===== config.mk =====
export PLATFORM = sky130hd
export DESIGN_NAME = snake_body_buffer
export DESIGN_NICKNAME = d
export VERILOG_FILES = /design/src/rtl/snake_body_buffer_pkg.sv /design/src/rtl/snake_ring_mem.sv /design/src/rtl/snake_body_buffer.sv
export SDC_FILE = /design/constraint.sdc
export NUM_CORES = 2
export LEC_CHECK = 0
export CAP_MARGIN = 30
export CORE_AREA = 5 5 392 298
export DETAILED_ROUTE_END_ITERATION = 8
export DIE_AREA = 0 0 397 303
export DONT_BUFFER_PORTS = 1
export SYNTH_ARGS = -nofsm -noshare
export SYNTH_HDL_FRONTEND = slang
export SYNTH_HIERARCHICAL = 1
export SYNTH_SLANG_ARGS = --single-unit

===== constraint.sdc =====
create_clock -name clk -period 5.9 [get_ports clk]
set_input_delay 1.475 -clock clk [delete_from_list [all_inputs] [get_ports clk]]
set_output_delay 1.475 -clock clk [all_outputs]
set_load 0.02 [all_outputs]

===== src/rtl/snake_body_buffer_pkg.sv =====
// Shared definitions for the snake body buffer.
// Holds the position encoding ({x[3:0], y[3:0]}), the playfield size, the
// controller state encoding and helpers that slice a position or turn it
// into an occupancy-bitmap index (y*16+x).
package snake_body_buffer_pkg;

  localparam int POS_W  = 8;
  localparam int GRID_W = 16;
  localparam int GRID_H = 8;
  localparam int CELLS  = GRID_W * GRID_H;
  localparam int CELL_W = $clog2(CELLS);

  typedef enum logic [1:0] {
    IDLE = 2'd0,
    INIT = 2'd1,
    RUN  = 2'd2,
    DEAD = 2'd3
  } state_t;

  function automatic logic [3:0] pos_x(input logic [POS_W-1:0] p);
    return p[7:4];
  endfunction

  function automatic logic [3:0] pos_y(input logic [POS_W-1:0] p);
    return p[3:0];
  endfunction

  // Only meaningful for in-field positions (y < 8), so y[3] is dropped.
  function automatic logic [CELL_W-1:0] cell_idx(input logic [POS_W-1:0] p);
    return {p[2:0], p[7:4]};
  endfunction

endpackage


===== src/rtl/snake_ring_mem.sv =====
// Ring store for body segments.
// Ports:
//   clk, reset   - system clock, asynchronous active-low reset (pointers only)
//   clear        - synchronous pointer clear
//   wr_en/wr_data- push a segment at the write pointer
//   rd_en        - advance the read (tail) pointer
//   rd_data      - asynchronous read of the segment at the tail pointer
module snake_ring_mem
  import snake_body_buffer_pkg::*;
#(
  parameter int DEPTH = 128
) (
  input  logic             clk,
  input  logic             reset,
  input  logic             clear,
  input  logic             wr_en,
  input  logic [POS_W-1:0] wr_data,
  input  logic             rd_en,
  output logic [POS_W-1:0] rd_data
);

  localparam int PTR_W = $clog2(DEPTH);

  logic [POS_W-1:0] mem [DEPTH];
  logic [PTR_W-1:0] wr_ptr;
  logic [PTR_W-1:0] rd_ptr;

  // DEPTH is a power of two, so pointer overflow is the wrap-around.
  always_ff @(posedge clk or negedge reset) begin
    if (!reset) begin
      wr_ptr <= '0;
      rd_ptr <= '0;
    end else if (clear) begin
      wr_ptr <= '0;
      rd_ptr <= '0;
    end else begin
      if (wr_en) wr_ptr <= wr_ptr + 1'b1;
      if (rd_en) rd_ptr <= rd_ptr + 1'b1;
    end
  end

  always_ff @(posedge clk) begin
    if (wr_en) mem[wr_ptr] <= wr_data;
  end

  assign rd_data = mem[rd_ptr];

endmodule


===== src/rtl/snake_body_buffer.sv =====
// Snake body buffer: circular store of body segments plus a 128-cell
// occupancy bitmap used for self-collision detection.
// Ports:
//   clk, reset  - system clock, asynchronous active-low reset
//   start       - (re)start initialisation from any state
//   step, headPos, grow - move request from the move unit
//   tailPos, tailValid  - vacated cell to erase (one-cycle pulse)
//   headOut     - most recently written segment
//   length, full- current segment count, length==DEPTH
//   collision   - sticky: head hit the body or left the field
//   busy        - high while the initial body is laid down
module snake_body_buffer
  import snake_body_buffer_pkg::*;
#(
  parameter int DEPTH    = 128,
  parameter int INIT_LEN = 3,
  parameter int INIT_ROW = 3
) (
  input  logic             clk,
  input  logic             reset,
  input  logic             start,
  input  logic             step,
  input  logic [POS_W-1:0] headPos,
  input  logic             grow,
  output logic [POS_W-1:0] tailPos,
  output logic             tailValid,
  output logic [POS_W-1:0] headOut,
  output logic [7:0]       length,
  output logic             full,
  output logic             collision,
  output logic             busy
);

  state_t            state;
  logic [4:0]        init_cnt;
  logic [CELLS-1:0]  bitmap;

  logic              grow_eff;
  logic [POS_W-1:0]  tail_cell;
  logic              same_cell;
  logic              off_field;
  logic              self_hit;
  logic              move_ok;
  logic              init_wr;
  logic [3:0]        init_k;
  logic [POS_W-1:0]  init_pos;
  logic              ring_clear;
  logic              ring_wr;
  logic              ring_rd;
  logic [POS_W-1:0]  ring_wdata;

  assign full = (length == 8'(DEPTH));

  snake_ring_mem #(.DEPTH(DEPTH)) u_ring (
    .clk     (clk),
    .reset   (reset),
    .clear   (ring_clear),
    .wr_en   (ring_wr),
    .wr_data (ring_wdata),
    .rd_en   (ring_rd),
    .rd_data (tail_cell)
  );

  always_comb begin
    grow_eff  = grow & ~full;
    same_cell = (headPos == tail_cell);
    off_field = (pos_y(headPos) >= 4'(GRID_H));
    // Stepping onto the cell that this same step vacates is legal.
    self_hit  = bitmap[cell_idx(headPos)] & ~(~grow_eff & same_cell);
    move_ok   = (state == RUN) & step & ~start & ~off_field & ~self_hit;
    // init_cnt 0 is the clearing cycle; counts 1..INIT_LEN write segment k=cnt-1.
    init_wr   = (state == INIT) & ~start & (init_cnt != 5'd0);
    init_k    = 4'(init_cnt - 5'd1);
    init_pos  = {init_k, 4'(INIT_ROW)};
    ring_clear = (state == INIT) & ~start & (init_cnt == 5'd0);
    ring_wr    = init_wr | move_ok;
    ring_wdata = init_wr ? init_pos : headPos;
    ring_rd    = move_ok & ~grow_eff;
  end

  always_ff @(posedge clk or negedge reset) begin
    if (!reset) begin
      state     <= IDLE;
      init_cnt  <= '0;
      bitmap    <= '0;
      tailPos   <= '0;
      tailValid <= 1'b0;
      headOut   <= '0;
      length    <= '0;
      collision <= 1'b0;
      busy      <= 1'b0;
    end else begin
      tailValid <= 1'b0;
      if (start) begin
        // start wins over a simultaneous step; discarded segments are not popped.
        state    <= INIT;
        init_cnt <= '0;
        busy     <= 1'b1;
      end else begin
        case (state)
          INIT: begin
            if (init_cnt == 5'd0) begin
              bitmap    <= '0;
              length    <= '0;
              collision <= 1'b0;
              headOut   <= '0;
              tailPos   <= '0;
              init_cnt  <= 5'd1;
            end else begin
              bitmap[cell_idx(init_pos)] <= 1'b1;
              headOut <= init_pos;
              length  <= length + 8'd1;
              if (init_cnt == 5'(INIT_LEN)) begin
                state <= RUN;
                busy  <= 1'b0;
              end else begin
                init_cnt <= init_cnt + 5'd1;
              end
            end
          end
          RUN: begin
            if (step) begin
              if (off_field || self_hit) begin
                collision <= 1'b1;
                state     <= DEAD;
              end else begin
                headOut <= headPos;
                if (grow_eff) begin
                  length <= length + 8'd1;
                end else begin
                  tailPos   <= tail_cell;
                  tailValid <= 1'b1;
                  bitmap[cell_idx(tail_cell)] <= 1'b0;
                end
                // Placed after the tail clear so a head landing on the
                // vacated cell keeps its bit set.
                bitmap[cell_idx(headPos)] <= 1'b1;
              end
            end
          end
          default: ;
        endcase
      end
    end
  end

  // The occupancy bitmap must track the body exactly while moving.
  ap_popcount: assert property (@(posedge clk) disable iff (!reset)
    (state == RUN) |-> ($countones(bitmap) == int'(length)));

endmodule


==> flow_summary.toml <==
[timing]
hold_viol = 0
timing.fmax_ghz = 0.174
post-route-min-period_ns = 5.74
final_max_slew_viol_count = 0
whs_ns = 0.457
slew_headroom = 0.241
clock_skew_ns = 0.0376
fin_crit_sh = 0.973
tightest_slew_ns = 1.14
setup_viol = 0

[synthesis]
ys_seq_area_frac = 0.699
synth_area_leader_cell = "edfxtp_1"
syn-num-nets = 3111
synth_cell_types = 67
syn_avg_cell_area_sq_um = 16.3
synth_edf_count = 1024
synth_top_cells_by_area = "edfxtp_1 (61%), dfrtp_1 (8.8%), mux4_2 (7.1%)"
yosys_warnings = 6
synthFlopType = "edfxtp_1"
yosysTopAreaCellShare = 0.612
async_flop_share = 0.147
syn_inst = 3089
netlist_area_sq_um = 50300
ys_ff_latch = 1200

[cells_and_area]
stdcell_count = 4887
mostFrequentLayoutCells = "edfxtp_1 (1024), mux2i_1 (290), nor2_1 (289)"
final_common_cell = "edfxtp_1"
layout-drive-gt1-share = 0.194
area_delta_synth_final_pct = 13.7
diodes = 0
layout.nets = 3288

[setup_path]
path_max_fanout = 26
start_kind = "flip-flop"
crit_type = "flip-flop to flip-flop"
cp.required_ns = 6.29
endpoint_kind = "flip-flop"
ff2ff_path_depth = 17
r2r-end = "u_ring/mem[112][1]"
arrival_ns = 6.13
r2r_start = "u_ring/rd_ptr[0]"
reg2reg_slack_ns = 0.16

[hold_path]
hold_class = "primary input to async pin"

[pwr]
switching_share = 0.259
power_frac_clock = 0.371
seqPwrFrac = 0.508
netSwitchingPower_w = 0.00522
power_leakage_nw = 18.9
ir_worst_vdd_uv = 247
combPwrFrac = 0.121
power_report.internal_total_w = 0.0149
powerDensity_nw_per_um2 = 352

[route]
drt-total-wl_um = 137000
routedWlPerCell_um = 28.0
ant_nets = 0
drt_iter0_markers = 3502
first_pass_iters = 6
vias_per_cell = 6.12
vias = 29901
drcViolationCount = 0

[floorplanning]
num_rows = 107
die-area_sq_um = 120000
start_util = 0.446
ios = 41
die_w_um = 397
die_y_um = 303
coreArea_sq_um = 113000

[clock_network]
cts_root_buffer = "clkbuf_16"
cts_sinks = 1200
clk_pin_slew_ns = 0.06
holdBufCountCts = 0
cts_tree = "done"
cts_max_level = 3
clock_path_buffers = 3
cts_buffers = 114
clock_latency_ns = 0.72

[placement]
hpwl_um = 86900
port_buffers = 0
placedCellCount = 4676
gp_congestion = 0.879

[global_route]
grt_first_pass_wirelength_um = 201000
grt_antenna_before_repair = 1
grt_start_max_net_pins = 177
gr-total-overflow = 0
grt_pass1_vias = 29354
grt.total_usage = 0.226

[status]
status = "finished clean"

[run]
max_cap_violations = 0
## per-layer routing
metal,track usage,up-vias,part of all wire
met5,0,-,0
met4,0.0541,0,0.023
met3,0.0724,231,0.11
met2,0.327,1520,0.43
met1,0.334,15527,0.43
li1,-,12623,-
## stage by stage
stage / power (W) / setup slack (ns) / utilization / TNS, ns / area [sq um]
after CTS: 0.0202 / 0.0129 / 0.508 / 0 / 57200
after global routing: 0.0208 / -0.0225 / 0.508 / -0.144 / 57200
final: 0.0201 / 0.160 / 0.508 / 0 / 57200
after global placement: 0.0127 / -0.0233 / 0.474 / -0.184 / 53300
after floorplan: 0.0117 / 0.456 / - / 0 / 50300
after detailed placement: 0.0128 / 0.0279 / 0.474 / 0 / 53300
## sequential cells by signal (all words and copies together), names as in the netlist
signal / count
u_ring/mem: 1024
bitmap: 128
headOut: 8
length: 8
tailPos: 8
u_ring/rd_ptr: 7
u_ring/wr_ptr: 7
init_cnt: 5
state: 2
busy: 1
collision: 1
tailValid: 1
## worst max-delay path: stages, from the launching register on
cell      delay, ns
dfrtp_4        0.66
buf_12         0.28
buf_12         0.27
buf_12         0.20
mux4_2         0.50
a21oi_1        0.31
a221oi_1       0.23
o32a_1         0.52
xor2_1         0.19
nor4_2         0.34
nand3_1        0.19
a21o_4         0.25
nand2_1        0.20
nor2b_1        0.30
nand2_1        0.20
buf_12         0.20
nor2_1         0.26
buf_4          0.26
## layout make-up
type / count / area (sq um)
fillers: 9154 / 55400
inverters: 19 / 72.6
well taps: 1526 / 1910
clock buffers: 149 / 3120
multi-input cells: 1665 / 13900
clock inverters: 62 / 683
flip-flops and latches: 1200 / 35200
repair buffers: 266 / 2340
## how the worst max path moves through the flow
stage / from / end / slack [ns]
floorplan: headPos[4] / u_ring/mem[82][0] / 0.46
detailed placement: u_ring/rd_ptr[0] / u_ring/mem[112][6] / 0.03
CTS: u_ring/rd_ptr[0] / u_ring/mem[112][6] / 0.01
global route: u_ring/rd_ptr[0] / u_ring/mem[112][2] / -0.02
global placement: u_ring/rd_ptr[0] / u_ring/mem[112][4] / -0.02
finish: u_ring/rd_ptr[0] / u_ring/mem[112][1] / 0.16
## kinds of logic (layout without fill, tap and decap cells)
family | after synthesis | count (layout) | synth area share
adder cells (fa/ha/maj) | 9 | 9 | 0.00224
AND/OR/NAND/NOR | 558 | 558 | 0.0508
AO/OA/AOI/OAI | 607 | 607 | 0.0833
buffers and inverters | 224 | 496 | 0.0268
XOR/XNOR | 25 | 25 | 0.00436
flip-flops | 1200 | 1200 | 0.699
multiplexers | 466 | 466 | 0.133
## synthesized netlist by cell type, types with 39 or more instances
cell type,number
nor2_1,290
a21oi_1,73
o21ai_0,173
a22o_1,113
mux2i_1,290
mux4_2,158
o22ai_1,40
clkbuf_1,110
a221oi_1,41
edfxtp_1,1024
dfrtp_1,176
nand2_1,93
nand3_1,39
## what timing repair did
action	CTS	global route
endpoints found under the hold margin	0	0
gates resized for setup	1	2
buffers inserted	0	0
setup endpoints to repair	8	335
pin swaps	0	1
## power by group through the flow
stage               Clock (W)  Sequential [W]  Combinational, W
floorplan                   0          0.0104           0.00130
global placement            0          0.0104           0.00233
detailed placement          0          0.0104           0.00241
CTS                   0.00761          0.0102           0.00241
global route          0.00798          0.0102           0.00260
finish                0.00747          0.0102           0.00243
Power figures use the tool's default switching activity.
